==> config.mk <==
export PLATFORM = sky130hd
export DESIGN_NAME = muldiv_unit
export DESIGN_NICKNAME = d
export VERILOG_FILES = /design/src/rtl/muldiv_pkg.sv /design/src/rtl/muldiv_operand_prep.sv /design/src/rtl/muldiv_unit.sv
export SDC_FILE = /design/constraint.sdc
export NUM_CORES = 1
export LEC_CHECK = 0
export CORE_AREA = 2 2 219 221
export CTS_BUF_LIST = sky130_fd_sc_hd__clkbuf_8
export DETAILED_ROUTE_END_ITERATION = 7
export DIE_AREA = 0 0 221 223
export GPL_TIMING_DRIVEN = 0
export PLACE_DENSITY = 0.5
export SYNTH_ARGS = -nofsm -noshare
export SYNTH_HDL_FRONTEND = slang
export SYNTH_SLANG_ARGS = --single-unit
==> constraint.sdc <==
create_clock -name clk -period 5.5 [get_ports clk]
set_input_delay 0.55 -clock clk [delete_from_list [all_inputs] [get_ports clk]]
set_output_delay 0.55 -clock clk [all_outputs]
set_load 0.03 [all_outputs]
==> src/rtl/muldiv_pkg.sv <==
// Shared RV32M definitions: funct3 codes, funct7 tag and iteration FSM states.
package muldiv_pkg;

   localparam int unsigned XLEN_DEF = 32;

   localparam logic [6:0] FUNC7_MEXT = 7'b0000001;

   localparam logic [2:0] F3_MUL    = 3'b000;
   localparam logic [2:0] F3_MULH   = 3'b001;
   localparam logic [2:0] F3_MULHSU = 3'b010;
   localparam logic [2:0] F3_MULHU  = 3'b011;
   localparam logic [2:0] F3_DIV    = 3'b100;
   localparam logic [2:0] F3_DIVU   = 3'b101;
   localparam logic [2:0] F3_REM    = 3'b110;
   localparam logic [2:0] F3_REMU   = 3'b111;

   typedef enum logic [1:0] {
      S_IDLE = 2'd0,
      S_CALC = 2'd1,
      S_DONE = 2'd2
   } state_t;

endpackage

==> src/rtl/muldiv_operand_prep.sv <==
// Operand conditioning for the iterative core: magnitudes, result sign and the
// architecturally defined divide corner cases that bypass iteration.
module muldiv_operand_prep
   import muldiv_pkg::*;
#(
   parameter int unsigned XLEN = XLEN_DEF
) (
   input  logic [2:0]      func3,
   input  logic [XLEN-1:0] rs1,
   input  logic [XLEN-1:0] rs2,
   output logic [XLEN-1:0] abs_a_c,
   output logic [XLEN-1:0] abs_b_c,
   output logic            neg_c,
   output logic            special_c,
   output logic [XLEN-1:0] special_res_c
);

   localparam logic [XLEN-1:0] MIN_NEG = {1'b1, {(XLEN-1){1'b0}}};

   logic signed_a;
   logic signed_b;
   logic sign_a;
   logic sign_b;
   logic is_div;
   logic is_rem;
   logic div_by_zero;
   logic div_ovf;

   always_comb begin
      signed_a = (func3 == F3_MULH) || (func3 == F3_MULHSU) ||
                 (func3 == F3_DIV)  || (func3 == F3_REM);
      signed_b = (func3 == F3_MULH) || (func3 == F3_DIV) || (func3 == F3_REM);
      sign_a   = signed_a & rs1[XLEN-1];
      sign_b   = signed_b & rs2[XLEN-1];
      // Negating the most negative value wraps back to itself, which is its correct unsigned magnitude.
      abs_a_c  = sign_a ? (XLEN'(0) - rs1) : rs1;
      abs_b_c  = sign_b ? (XLEN'(0) - rs2) : rs2;

      is_div   = func3[2];
      is_rem   = func3[2] & func3[1];
      neg_c    = is_rem ? sign_a : (sign_a ^ sign_b);

      div_by_zero = is_div & (rs2 == '0);
      div_ovf     = is_div & ~func3[0] & (rs1 == MIN_NEG) & (rs2 == '1);
      special_c   = div_by_zero | div_ovf;

      special_res_c = '0;
      if (div_by_zero) begin
         special_res_c = is_rem ? rs1 : '1;
      end else if (div_ovf) begin
         special_res_c = is_rem ? '0 : rs1;
      end
   end

endmodule

==> src/rtl/muldiv_unit.sv <==
// Iterative RV32M multiply/divide unit: shift-add multiply and restoring divide,
// one bit per cycle, with valid/ready issue and response handshakes.
module muldiv_unit
   import muldiv_pkg::*;
#(
   parameter int unsigned XLEN = XLEN_DEF
) (
   input  logic            clk,
   input  logic            rst_n,
   input  logic            req_valid,
   output logic            req_ready,
   input  logic [2:0]      req_func3,
   input  logic [XLEN-1:0] req_rs1,
   input  logic [XLEN-1:0] req_rs2,
   input  logic            flush,
   output logic            resp_valid,
   input  logic            resp_ready,
   output logic [XLEN-1:0] resp_result,
   output logic            busy
);

   localparam int unsigned CNT_W = $clog2(XLEN);

   state_t              state_q, state_d;
   logic [CNT_W-1:0]    cnt_q, cnt_d;
   logic [2*XLEN-1:0]   acc_q, acc_d;
   logic [XLEN-1:0]     rem_q, rem_d;
   logic [XLEN-1:0]     opnd_q, opnd_d;
   logic [2:0]          func3_q, func3_d;
   logic                neg_q, neg_d;
   logic                special_q, special_d;
   logic                resp_valid_q, resp_valid_d;
   logic [XLEN-1:0]     resp_result_q, resp_result_d;
   logic                busy_q, busy_d;
   logic                req_ready_q, req_ready_d;

   logic [XLEN-1:0]     abs_a_c;
   logic [XLEN-1:0]     abs_b_c;
   logic                neg_c;
   logic                special_c;
   logic [XLEN-1:0]     special_res_c;

   logic                accept;
   logic [XLEN:0]       mul_sum;
   logic [XLEN:0]       div_shift;
   logic [XLEN:0]       div_diff;
   logic [2*XLEN-1:0]   fin_prod;
   logic [XLEN-1:0]     fin_quot;
   logic [XLEN-1:0]     fin_rem;
   logic [XLEN-1:0]     done_result;

   muldiv_operand_prep #(.XLEN(XLEN)) u_prep (
      .func3         (req_func3),
      .rs1           (req_rs1),
      .rs2           (req_rs2),
      .abs_a_c       (abs_a_c),
      .abs_b_c       (abs_b_c),
      .neg_c         (neg_c),
      .special_c     (special_c),
      .special_res_c (special_res_c)
   );

   assign accept    = req_valid & req_ready_q & ~flush;
   assign mul_sum   = {1'b0, acc_q[2*XLEN-1:XLEN]} + (acc_q[0] ? {1'b0, opnd_q} : (XLEN+1)'(0));
   assign div_shift = {rem_q, acc_q[XLEN-1]};
   assign div_diff  = div_shift - {1'b0, opnd_q};

   // Sign fix applied once, on the first DONE cycle, to the unsigned iteration results.
   assign fin_prod  = neg_q ? ((2*XLEN)'(0) - acc_q) : acc_q;
   assign fin_quot  = neg_q ? (XLEN'(0) - acc_q[XLEN-1:0]) : acc_q[XLEN-1:0];
   assign fin_rem   = neg_q ? (XLEN'(0) - rem_q) : rem_q;

   always_comb begin
      done_result = fin_quot;
      if (special_q) begin
         done_result = acc_q[XLEN-1:0];
      end else begin
         case (func3_q)
            F3_MUL:                       done_result = fin_prod[XLEN-1:0];
            F3_MULH, F3_MULHSU, F3_MULHU: done_result = fin_prod[2*XLEN-1:XLEN];
            F3_REM, F3_REMU:              done_result = fin_rem;
            default:                      done_result = fin_quot;
         endcase
      end
   end

   // Next-state and datapath update.
   always_comb begin
      state_d       = state_q;
      cnt_d         = cnt_q;
      acc_d         = acc_q;
      rem_d         = rem_q;
      opnd_d        = opnd_q;
      func3_d       = func3_q;
      neg_d         = neg_q;
      special_d     = special_q;
      resp_valid_d  = resp_valid_q;
      resp_result_d = resp_result_q;

      case (state_q)
         S_IDLE: begin
            if (accept) begin
               func3_d = req_func3;
               neg_d   = neg_c;
               cnt_d   = '0;
               rem_d   = '0;
               if (special_c) begin
                  special_d = 1'b1;
                  acc_d     = {XLEN'(0), special_res_c};
                  state_d   = S_DONE;
               end else begin
                  special_d = 1'b0;
                  if (req_func3[2]) begin
                     acc_d  = {XLEN'(0), abs_a_c};
                     opnd_d = abs_b_c;
                  end else begin
                     acc_d  = {XLEN'(0), abs_b_c};
                     opnd_d = abs_a_c;
                  end
                  state_d = S_CALC;
               end
            end
         end
         S_CALC: begin
            if (flush) begin
               state_d = S_IDLE;
               cnt_d   = '0;
            end else begin
               if (func3_q[2]) begin
                  rem_d = div_diff[XLEN] ? div_shift[XLEN-1:0] : div_diff[XLEN-1:0];
                  acc_d = {acc_q[2*XLEN-1:XLEN], acc_q[XLEN-2:0], ~div_diff[XLEN]};
               end else begin
                  acc_d = {mul_sum, acc_q[XLEN-1:1]};
               end
               cnt_d = cnt_q + CNT_W'(1);
               if (cnt_q == CNT_W'(XLEN-1)) begin
                  cnt_d   = '0;
                  state_d = S_DONE;
               end
            end
         end
         S_DONE: begin
            if (flush) begin
               state_d      = S_IDLE;
               resp_valid_d = 1'b0;
            end else if (!resp_valid_q) begin
               resp_result_d = done_result;
               resp_valid_d  = 1'b1;
            end else if (resp_ready) begin
               state_d      = S_IDLE;
               resp_valid_d = 1'b0;
            end
         end
         default: begin
            state_d      = S_IDLE;
            resp_valid_d = 1'b0;
         end
      endcase

      busy_d      = (state_d != S_IDLE);
      req_ready_d = (state_d == S_IDLE);
   end

   always_ff @(posedge clk or negedge rst_n) begin
      if (!rst_n) begin
         state_q       <= S_IDLE;
         cnt_q         <= '0;
         acc_q         <= '0;
         rem_q         <= '0;
         opnd_q        <= '0;
         func3_q       <= F3_MUL;
         neg_q         <= 1'b0;
         special_q     <= 1'b0;
         resp_valid_q  <= 1'b0;
         resp_result_q <= '0;
         busy_q        <= 1'b0;
         req_ready_q   <= 1'b1;
      end else begin
         state_q       <= state_d;
         cnt_q         <= cnt_d;
         acc_q         <= acc_d;
         rem_q         <= rem_d;
         opnd_q        <= opnd_d;
         func3_q       <= func3_d;
         neg_q         <= neg_d;
         special_q     <= special_d;
         resp_valid_q  <= resp_valid_d;
         resp_result_q <= resp_result_d;
         busy_q        <= busy_d;
         req_ready_q   <= req_ready_d;
      end
   end

   assign req_ready   = req_ready_q;
   assign resp_valid  = resp_valid_q;
   assign resp_result = resp_result_q;
   assign busy        = busy_q;

endmodule
After elaboration in Yosys (flattened, before gate mapping)
Index checks and enable logic that the tools add are counted.

storage, ports and cells
  memories kept = 0
  output and inout port bits = 35
  bits in read-only memories = 0
  register bits after elaboration = 175
  bits in writable memories = 0
  input bits = 72
  latch bits = 0
  word-level logic and storage cells = 118

operators by class
  bitwise operators = 16
  muxes and demuxes = 42
  shift operators = 0
  $add $sub $neg = 8
  reduce and logical (&&, ||, !) cells = 21
  multiply operators = 0
  $lt $le $gt $ge = 0
  div/mod/pow operators = 0
  equal/unequal tests = 18

operator list
  kind                     number
  $mux W32                 17
  $mux W64                 4
  $pmux W64 S2             1
  $sub A1 B32 Y32 const A  4
  $pmux W32 S3             1
  $eq A32 B32 Y1 const B   2
  $pmux W32 S2             1
  $sub A1 B64 Y64 const A  1
  $add A32 B32 Y33         1
  $sub A33 B32 Y33         1
  $logic_not A32 Y1        1
  $mux W5                  3
  $mux W2                  7
  $eq A3 B3 Y1 const B     4
  $pmux W5 S2              1
  $and A1 B1 Y1            9
  $eq A3 B2 Y1 const B     3
  $reduce_and A3 Y1        3
  $ne A2 B2 Y1 const B     4
  $reduce_and A4 Y1        2
  $eq A3 B1 Y1 const B     2
  $pmux W2 S3              1
  $add A5 B1 Y5 const B    1
  $eq A5 B5 Y1 const B     1
  14 further kinds         30

Logic depth before layout (Yosys ltp)
  depth in word-level cells = 10
  mapped depth = 14
  gate-level depth less buffers = 13

By module
A second synthesis with hierarchy kept.

unflattened totals
  cell total of the unflattened synthesis = 2,126
  area, all modules = 16,478.3 um^2

by module, submodules not included
  module               cells an instance  sequential area each (um^2)  area an instance (um^2)  instances
  muldiv_unit          1,858              4,380.5                      14,620.3                 1
  muldiv_operand_prep  268                0.0                          1,858.0                  1

Least setup slack after synthesis
No wires, ideal clock.

  kind = input to register
  start = input req_rs2[1]
  end = register opnd_q[21]
  data required time = 5,375 ps
  slack = 2,248 ps
  path buffers = 2
  setup time = 125 ps
  data arrival time = 3,127 ps
  stages on the path = 11
  path through = inv_1 -> ha_1 -> or3b_2 -> nor4_2 -> nand4_1 -> or2_1 -> nor2b_1 -> clkbuf_1 -> nand2_1 -> buf_2 -> mux2_2

between the ends
  longest elaborated chain between the ends = 5
  elaborated cells on any way between the ends = 10
  those cells by class = 1 x add/sub; 1 x eq/ne; 2 x mux; 4 x bitwise; 2 x reduce/logical

ends and longest elaborated chain
  item                                                                     RTL line            source
  start, declared                                                          muldiv_unit.sv:14   input logic [XLEN-1:0] req_rs2,
  parallel branches: the longest is 5 deep, another holds $sub A1 B32 Y32  --
  end signal, assigned                                                     muldiv_unit.sv:183  opnd_q <= opnd_d;
  end, declared                                                            muldiv_unit.sv:28   logic [XLEN-1:0] opnd_q, opnd_d;

Parallel ways; which one is timed is not known.
A chain may end at the register's enable or synchronous reset.

Worst setup path in the final report
  start = register acc_q[0]
  end = register resp_result_q[30] (netlist: resp_result[30])

between the ends
  longest elaborated chain between the ends = 4
  elaborated cells on any way between the ends = 6
  those cells by class = 2 x add/sub; 4 x mux

ends and longest elaborated chain
  item                                                RTL line                              source
  start, declared                                     muldiv_unit.sv:26                     logic [2*XLEN-1:0] acc_q, acc_d;
  start signal, assigned                              muldiv_unit.sv:168                    acc_q <= '0;
  start signal, assigned                              muldiv_unit.sv:181                    acc_q <= acc_d;
  $sub A1 B64 Y64 or $sub A1 B32 Y32 (tied branches)  muldiv_unit.sv:69, muldiv_unit.sv:70
  $mux W64 or $mux W32 (tied branches)                muldiv_unit.sv:69, muldiv_unit.sv:70
  $pmux W32 S3 (*)                                    muldiv_unit.sv:78                     case (func3_q)
  $mux W32 (*)                                        muldiv_unit.sv:75                     if (special_q) begin
  end signal, assigned                                muldiv_unit.sv:188                    resp_result_q <= resp_result_d;
  end, declared                                       muldiv_unit.sv:33                     logic [XLEN-1:0] resp_result_q, resp_result_d;

Mark *: on every way between the ends. The rest lies on a longest branch, timed or not.

==> results_dict.tcl <==
set metrics [dict create \
    syn_nets 2287 \
    hold_ws_ns 0.0137 \
    tightest_slew_ns 0.998 \
    critical_path_required_ns 5.93 \
    min_period_over_period_pct 83.0 \
    postCtsSetupRepairBufs 0 \
    wirelength_mm 71.2 \
    area_growth_pct 13.9 \
    worstHoldPathType "input port to async pin" \
    root_buffer "clkbuf_8" \
    clockBufferDepth 2 \
    syn_area_um2 16300 \
    port_buffers 106 \
    r2r_start "acc_q[0]" \
    worstSetupStartpointType "flop" \
    outcome "completed" \
    finalSetupViolCount 0 \
    vias 17000 \
    fmax_mhz 219 \
    drive_above_1_share_pct 3.38 \
    dr.pass1.iters 6 \
    syn_avg_cell_area_um2 7.59 \
    numCtsBuffers 17 \
    grt_pass1_wl_mm 106 \
    yosysUniqueCellTypes 79 \
    drc_errors 0 \
    gp_congestion 0.968 \
    cts_tree "built" \
    final_core_util_pct 39.3 \
    rrSetupSlack_ns 0.93 \
    layout_setup_ws_ns 0.934 \
    antenna_found_initial 1 \
    num_rows 80 \
    die_w_um 221 \
    post-route-min-period_ns 4.57 \
    ir_worst_vdd_mv 0.300 \
    fin_area_um2 18500 \
    synth_edf_count 0 \
    synth_top_flop_cell "dfrtp_1" \
    fin_cells 2897 \
    slew_headroom_pct 33.2 \
    ant_nets 0 \
    first_global_vias 16300 \
    reg2reg_depth 12 \
    p_per_area_nw_per_um2 523 \
    post-synth-top-count-cell "o21ai_0" \
    initial_core_util_pct 34.5 \
    dpl.cell_count 2864 \
    ys_seq_area_share_pct 26.9 \
    die-height_um 223 \
    rsz0062_at_grt "false" \
    finalHoldViolations 0 \
    crit_type "flop to flop" \
    ys_ff_latch 175 \
    yosys-top-cells-area "dfrtp_1 (27%), o21ai_0 (9.1%), nand2_1 (6.0%), ha_1 (5.5%), xnor2_1 (5.4%)" \
    syn_inst 2142 \
    pre_cts_ws_ns 0.767 \
    finish.net_count 2413 \
    ctsResizeCount 0 \
    die_area_um2 49300 \
    slew_violations 0 \
    synth_area_leader_cell "dfrtp_1" \
    ios 107 \
    core_um2 47100 \
    finClkSkew_ns 0.0293 \
    cp_max_fo 10 \
    crit_path_end_kind "flop" \
    postPlaceCellArea_um2 18100 \
    cap_violations 0 \
    grt.overflow.total 0 \
    rr_endpoint "resp_result[30]" \
    p_leak_nw 7.53 \
    ys_warn_count 0 \
    async_flop_share_pct 100 \
    synth_top_area_share_pct 26.8 \
    drtIter0Drc 1911 \
    cts_hold_buffers 0 \
    worstSkewPairLatency_ns 0.58 \
    wl_per_cell_um 24.6 \
    h-tree-depth 4 \
    fill_cells 4945 \
    grt_max_degree 109 \
    ys_top_cells_by_count "o21ai_0 (295), nand2_1 (260), dfrtp_1 (174), a21oi_1 (163), nor2_1 (145)" \
    arrival_ns 4.99 \
    avgViaCountPerCell 5.85 \
    clkSinkCount 175 \
    grtUsageTotal_pct 28.6 \
    dp_hpwl_mm 57.8 \
    path_clk_slew_ns 0.10 \
]
critical path, stage by stage, from the launching register on:
cell      delay, ns
dfrtp_1        0.44
inv_1          0.38
buf_1          0.45
ha_1           0.28
nand2b_1       0.11
nor4_1         0.75
nand4_1        0.47
nor2_1         0.29
nand3_1        0.15
o31ai_1        0.28
xnor2_1        0.14
a222oi_1       0.54
o21ai_0        0.17
metal layers:
layer | share of wire (%) | up-vias | track usage, %
met1 | 45 | 8205 | 38.8
met3 | 5.7 | 108 | 4.06
met4 | 4.1 | 0 | 12.6
li1 | - | 8037 | -
met5 | 0 | - | 0
met2 | 45 | 607 | 45.2
flip-flops by register name, indices dropped and copies added, names as in the netlist:
register / count
state_q: 2
acc_q: 64
rem_q: 32
cnt_q: 5
func3_q: 3
neg_q: 1
special_q: 1
busy: 1
resp_valid: 1
opnd_q: 32
req_ready: 1
resp_result: 32
area by class of cell:
class                      instances  area (um^2)  area share (%)
inverter                          64          240            1.30
timing repair buffer             107         1090            5.90
tap                              615          769            4.15
sequential                       175         4380            23.6
antenna                            1         2.50          0.0135
buffer                           137          532            2.87
clock inverter                    15          164           0.885
clock buffer                      17          234            1.26
multi-input combinational       1766        11100            60.0
where the power goes:
| part | switching [mW] | total [mW] | internal, mW |
|---|---|---|---|
| combinational | 3.99 | 6.31 | 2.33 |
| sequential | 0.763 | 2.43 | 1.66 |
| clock | 0.599 | 0.942 | 0.343 |
worst max-delay path by stage:
stage	slack [ns]	end	start	cells past startpoint
floorplan	2.25	opnd_q[21]	req_rs2[1]	11
global placement	-3.81	acc_q[16]	rst_n	1
detailed placement	0.77	opnd_q[21]	req_rs2[0]	12
CTS	1.11	resp_result[30]	acc_q[0]	12
global route	0.73	resp_result[18]	acc_q[0]	12
finish	0.93	resp_result[30]	acc_q[0]	12
kinds of logic (layout without fill, tap and decap cells):
| group | Yosys count | count (layout) | synth area share [%] |
|---|---|---|---|
| adder cells (fa/ha/maj) | 73 | 73 | 5.71 |
| buffers and inverters | 201 | 340 | 4.75 |
| AO/OA/AOI/OAI | 738 | 738 | 27.7 |
| AND/OR/NAND/NOR | 698 | 698 | 20.5 |
| other | 0 | 1 | 0 |
| multiplexers | 68 | 68 | 4.25 |
| flip-flops | 175 | 175 | 26.9 |
| XOR/XNOR | 189 | 189 | 10.2 |
cells in the final DEF, fill, tap and decap left out, types with 16 or more instances in the layout:
cell type / count
o21ai_0: 295
nand2_1: 260
dfrtp_1: 174
a21oi_1: 163
nor2_1: 145
clkbuf_1: 115
clkdlybuf4s50_1: 105
xnor2_1: 101
xor2_1: 88
ha_1: 71
nand3_1: 67
inv_1: 63
mux2i_1: 60
o31ai_1: 41
nor3_1: 40
a31oi_1: 35
or3_1: 34
a21o_1: 34
nand2b_1: 27
nor4_1: 21
o41ai_1: 21
nand4_1: 19
o21a_1: 18
a211oi_1: 18
o211ai_1: 17
clkbuf_8: 17
nor2b_1: 16
through the flow:
step           TNS (ns)  power [mW]
2_1_floorplan         0        6.50
3_3_place_gp    -659.87        8.58
3_5_place_dp          0        8.61
4_1_cts               0        9.60
5_1_grt               0        10.4
6_report              0        9.68
Power figures use the tool's default switching activity.
